==> config.mk <==
export PLATFORM = sky130hd
export DESIGN_NAME = matrix_mult_sequencer
export DESIGN_NICKNAME = d
export VERILOG_FILES = /design/src/rtl/matrix_mult_sequencer.sv
export SDC_FILE = /design/constraint.sdc
export NUM_CORES = 1
export LEC_CHECK = 0
export BUFFER_PORTS_ARGS = -buffer_cell sky130_fd_sc_hd__buf_2
export CAP_MARGIN = 20
export CORE_MARGIN = 5
export CORE_UTILIZATION = 46
export DETAILED_ROUTE_END_ITERATION = 6
export GPL_TIMING_DRIVEN = 0
export PLACE_DENSITY = 0.8
export SYNTH_ARGS = -nofsm -noshare
export SYNTH_HDL_FRONTEND = slang
export SYNTH_SLANG_ARGS = --single-unit
==> constraint.sdc <==
create_clock -name clk -period 6.1 [get_ports clk]
set_input_delay 0.61 -clock clk [delete_from_list [all_inputs] [get_ports clk]]
set_output_delay 0.61 -clock clk [all_outputs]
set_load 0.01 [all_outputs]
==> src/rtl/matrix_mult_sequencer.sv <==
// matrix_mult_sequencer: feeds operand sets to a 2x2 matrix multiplier and returns one accumulated result per batch
module matrix_mult_sequencer #(
  parameter int TIMEOUT = 16,
  parameter int TO_W = 5
) (
  input  logic        clk,
  input  logic        rst,
  input  logic        in_valid,
  output logic        in_ready,
  input  logic [31:0] in_a,
  input  logic [31:0] in_b,
  input  logic        in_last,
  output logic [31:0] mm_a,
  output logic [31:0] mm_b,
  output logic        mm_start,
  output logic        mm_accumulate,
  input  logic [63:0] mm_c,
  input  logic        mm_done,
  input  logic        mm_overflow,
  output logic        res_valid,
  input  logic        res_ready,
  output logic [63:0] res_c,
  output logic        res_overflow,
  output logic [7:0]  res_count,
  output logic        res_timeout
);
  typedef enum logic [1:0] {IDLE, ISSUE, WAIT, DONE} state_t;
  state_t state, state_nx;
  logic [TO_W-1:0] timer;
  logic last, accept, done_hit, to_hit;
  assign accept = in_valid & in_ready;
  assign done_hit = (state == WAIT) & mm_done;
  // done wins over a timeout landing in the same cycle
  assign to_hit = (state == WAIT) & ~mm_done & (timer == TO_W'(TIMEOUT - 1));
  always_ff @(posedge clk or posedge rst)
    if (rst) state <= IDLE;
    else state <= state_nx;
  always_comb begin
    state_nx = state;
    case (state)
      IDLE:    state_nx = in_valid ? ISSUE : IDLE;
      ISSUE:   state_nx = WAIT;
      WAIT:    state_nx = mm_done ? (last ? DONE : IDLE) : (to_hit ? DONE : WAIT);
      DONE:    state_nx = res_ready ? IDLE : DONE;
      default: state_nx = IDLE;
    endcase
  end
  always_comb begin
    in_ready = (state == IDLE) & ~rst;
    mm_start = state == ISSUE;
    res_valid = state == DONE;
  end
  always_ff @(posedge clk or posedge rst)
    if (rst) begin
      mm_a <= '0;
      mm_b <= '0;
      mm_accumulate <= 1'b0;
      last <= 1'b0;
      timer <= '0;
      res_c <= '0;
      res_overflow <= 1'b0;
      res_count <= '0;
      res_timeout <= 1'b0;
    end else begin
      if (accept) begin
        mm_a <= in_a;
        mm_b <= in_b;
        mm_accumulate <= res_count != 8'd0;
        last <= in_last;
        timer <= '0;
      end
      if (state == WAIT) timer <= timer + 1'b1;
      if (done_hit) begin
        res_c <= mm_c;
        res_overflow <= res_overflow | mm_overflow;
        res_count <= res_count + {7'd0, ~&res_count};
      end
      if (to_hit) res_timeout <= 1'b1;
      if (res_valid & res_ready) begin
        res_count <= '0;
        res_overflow <= 1'b0;
        res_timeout <= 1'b0;
        mm_accumulate <= 1'b0;
      end
    end
endmodule

Yosys cells after proc, flatten, opt, wreduce, memory -nomap -nowiden

Index checks and enable logic that the tools add are counted.

Output and inout port bits: 142
Register bits after elaboration: 147
Input port bits: 135
Logic and storage cells: 49

Reduce and logical (&&, ||, !) cells: 8
Bitwise operators: 9
Equality and inequality tests: 4
$add $sub $neg: 2
Mux-type cells: 16

Operators by type and width:

| kind                                                                  | number |
|---|---|
| 8-bit two-way mux                                                     | 2 |
| 5-bit two-way mux                                                     | 2 |
| 8-bit by 1-bit adder with 8-bit output                                | 1 |
| 1-bit two-way mux                                                     | 8 |
| 2-bit one-hot mux with 4 select lines                                 | 1 |
| 8-bit AND reduction                                                   | 1 |
| 2-bit nonzero test                                                    | 4 |
| 8-bit nonzero test                                                    | 1 |
| 1-bit AND                                                             | 6 |
| 2-bit two-way mux                                                     | 3 |
| 5-bit by 1-bit adder with 5-bit output, second input constant         | 1 |
| 5-bit by 4-bit equality test with 1-bit output, second input constant | 1 |
| 2-bit equality test, second input constant                            | 2 |
| 2-bit by 1-bit equality test with 1-bit output, second input constant | 1 |
| 2-bit logical NOT                                                     | 1 |
| 1-bit NOT                                                             | 2 |
| 1-bit logical NOT                                                     | 1 |
| 1-bit OR                                                              | 1 |

Logic depth before layout (Yosys ltp)

Word-level depth: 6
Gate-level depth with buffers: 7
Gate-level depth less buffers: 7

Worst setup path before layout

No wires, ideal clock.

Path type: register to register
Start: register res_count[2]
End: register res_count[7]
Slack: 4282 ps
Cell stages (with the launch flop): 8
Clock period less this slack: 1818 ps
Path buffers: 0
Data arrival time: 1740 ps
Setup time: 78 ps
Data required time: 6022 ps
Cells stage by stage: dfrtp_1 > nand4_1 > nor2_1 > nand3_1 > ha_1 > nand4b_1 > or4_2 > a21oi_1

Longest elaborated chain between the ends: 5

Ends and longest elaborated chain:

| what                                       | RTL line | text |
|---|---|---|
| start, declared                            | 24       | `output logic [7:0] res_count,` |
| start signal, assigned                     | 76       | `res_count <= res_count + {7'd0, ~&res_count};` |
| 8-bit AND reduction                        | 76       |  |
| 1-bit logical NOT                          | 76       |  |
| 8-bit by 1-bit adder with 8-bit output (*) | 76       |  |
| 8-bit two-way mux (*)                      | 73       | `if (done_hit) begin` |
| 8-bit two-way mux (*)                      | 79       | `if (res_valid & res_ready) begin` |

Every way passes the cells marked *; elsewhere a longest branch is shown, timed or not. The select of a mux whose other input is x is not followed.
A chain may end at the register's enable or synchronous reset.

Worst setup path in the final report

Start: register state[0]
End: output mm_start

Longest elaborated chain between the ends: 1

Ends and longest elaborated chain:

| what                                           | RTL line | text |
|---|---|---|
| start, declared                                | 28       | `state_t state, state_nx;` |
| start signal, assigned                         | 37       | `else state <= state_nx;` |
| 2-bit by 1-bit equality test with 1-bit output | 50       | `mm_start = state == ISSUE;` |
| end, declared                                  | 15       | `output logic mm_start,` |

No other way between the ends.

==> results.cfg <==
[sta]
final.setup.worst_slack_ns = 3.97
drv_slew = 0
rsz0062_at_grt = no
min_period_over_period_pct = 34.9
fin_skew_ns = 0.00331
hold_viol_final = 0
whs_ns = 0.275
max_slew_margin_pct = 67.3
clock.fmax_mhz = 469
worst_slew_pin_slew_ns = 0.491
setup_viol = 0
min_period_ns = 2.13

[setup_path]
end_kind = output port
cp_cell_sequence = clkbuf_1, nor2b_1, buf_2
crit_cells = 3
rr_worst_depth = 7
crit_arrival_ns = 1.52
slowest_stage = dfrtp_1
cpLargestDelayFamily = buffers and inverters
crit_buf_inv = 2
critPathKind = reg -> out
start_kind = register
critPathRequiredTime_ns = 5.49
path_max_fanout = 10
cpPeakStageDelay_ns = 0.44

[yosys]
synth.mux.area_fraction_pct = 13.6
synth_area_sq_mm = 0.00574
synthAdderAreaFrac_pct = 0.872
ys.flop_type = dfrtp_1
synthXorXnorAreaFrac_pct = 0.153
ys_seq_area_share_pct = 64.1
synth_top_family_by_area = simple AND/OR/NAND/NOR gates
syn_avg_cell_area_sq_um = 11.3
synth.top_cell.area_share_pct = 64.1
async_flop_share_pct = 100
ys_types = 36
synth_edf_count = 0
synth-compound-area-share_pct = 2.29
syn_inst = 508
ys_warn_count = 0
synth-seq-cells = 147
synth_largest_area_cell = dfrtp_1
synth_fp_nets = 647
synthSimpleGateAreaFrac_pct = 16.9
synthTopCellsByArea = dfrtp_1, nand2_1, mux2_2

[placement]
dp_hpwl_microns = 11200
dp.cells = 953
port_buffers = 276
place.gp.congestion = 0.798
pre_cts_slack_ns = 3.99

[global_routing]
grt_pass1_vias = 4929
gr-total-overflow = 0
grtUsageTotal_pct = 20.8
antenna_found_initial = 1
grt_pass1_wl_microns = 24200
grt_max_degree = 97

[clock_network]
cts.repair.resized = 0
post-cts-setup-buffers = 0
cts_root_buf = clkbuf_16
cts.reportedPaths.clkPinSlew_ns = 0.05
cts_tree = built
numCtsBuffers = 17
worstSkewPairLatency_ns = 0.41
cts.htree.levels = 4
cts_hold_buf = 0
clkSinkCount = 147
cts_buffer_depth = 2

[cells_and_area]
drive_gt1_share_pct = 47.2
fin_cells = 983
syn_to_final_growth_pct = 38.8
antenna_cells = 0
final_net_count = 943

[power_and_ir_drop]
peakVddDrop_uv = 341
power_density_mw_per_mm2 = 535
leakage_nw = 4.29

[floorplanning]
rows = 40
die_w_microns = 122
die_h_microns = 122
start_util_pct = 47.4
pin_count = 277
design.core.area_sq_mm = 0.0121
die-area_sq_mm = 0.0148

[run]
drv_cap = 0

[route]
routedWlPerCell_microns = 15.2
drt.antenna.violating_nets = 0
vias_per_cell = 4.69
firstDrtPassIters = 5
drt-total-wl_microns = 15000
drc = 0
route.vias.total = 4613
drt_iter0_markers = 261

[outcome]
status = complete, no violations

[min_path]
hold_class = in -> async
stage by stage:
stage	total power, mW	util [%]	cell area, sq um	setup TNS (ns)
floorplan	2.53	-	5740	0
global placement	3.18	60.5	7330	-35.42
detailed placement	3.23	60.8	7360	0
CTS	4.32	65.8	7970	0
global route	4.57	65.8	7970	0
finish	4.26	65.8	7970	0
final timing paths:
kind | from | end | slack, ns
setup / recovery | state[0] | mm_start | 3.97
hold / removal | rst | res_c[54] | 0.27
setup reg to reg | res_count[2] | res_count[7] | 4.08
hold reg to reg | res_c[37] | res_c[37] | 0.47
max in group asynchronous | rst | mm_b[4] | 5.00
min in group clk | mm_c[40] | res_c[40] | 0.39
report_power, final:
group	leakage [nW]	internal (mW)	switching, mW	total (mW)
Clock	0.296	0.693	0.370	1.06
Sequential	1.80	1.44	0.242	1.68
Combinational	2.19	0.689	0.832	1.52
layout make-up:
cell class,instances,area (sq um)
clock inverters,4,95.1
plain buffers,24,103
flip-flops and latches,147,3680
multi-input cells,333,1940
fillers,1017,4140
well taps,168,210
inverters,4,20.0
clock buffers,26,509
repair buffers,277,1410
sequential cells by signal, summed over array words and instances (netlist names):
signal         cells
last               1
mm_a              32
mm_accumulate      1
mm_b              32
res_c             64
res_count          8
res_overflow       1
res_timeout        1
state              2
timer              5
placed cells by master, fill, tap and decap left out, types with 6 or more instances in the layout:
cell / count
a21oi_1: 9
buf_1: 7
buf_2: 286
clkbuf_1: 11
clkbuf_16: 17
dfrtp_1: 147
mux2_2: 66
nand2_1: 205
nor2_1: 6
worst reg2reg max path: cells and delay by family (launching register included):
kind	cells	cell delay, ns
AND/OR/NAND/NOR	5	1.15
flip-flops	1	0.45
adder cells (fa/ha/maj)	1	0.17
AO/OA/AOI/OAI	1	0.17
per-layer routing:
layer | track usage [%] | up-vias | wire [microns]
met5 | 0 | - | 13
met4 | 6.58 | 2 | 223
met2 | 35.3 | 186 | 7430
met3 | 8.96 | 18 | 1490
met1 | 23.9 | 2163 | 5800
li1 | - | 2244 | -
logic make-up (layout without fill, tap and decap cells):
logic type | count (synthesis) | count (layout)
xor gates and xnor gates | 1 | 1
DFF | 147 | 147
AOI/OAI and AO/OA | 22 | 22
muxes | 70 | 70
buffers and inverters | 28 | 335
adders and majority gates | 4 | 4
and+or+nand+nor | 236 | 236
cell usage after synthesis (all sizes together), types with 3 or more instances:
library cell / number
mux2: 66
dfrtp: 147
ha: 4
nor2: 6
nand2: 205
o21ai: 5
buf: 17
mux2i: 4
a21oi: 9
clkbuf: 7
or3: 3
inv: 4
nand3: 4
Note: power is estimated with default switching activity, not from simulation.
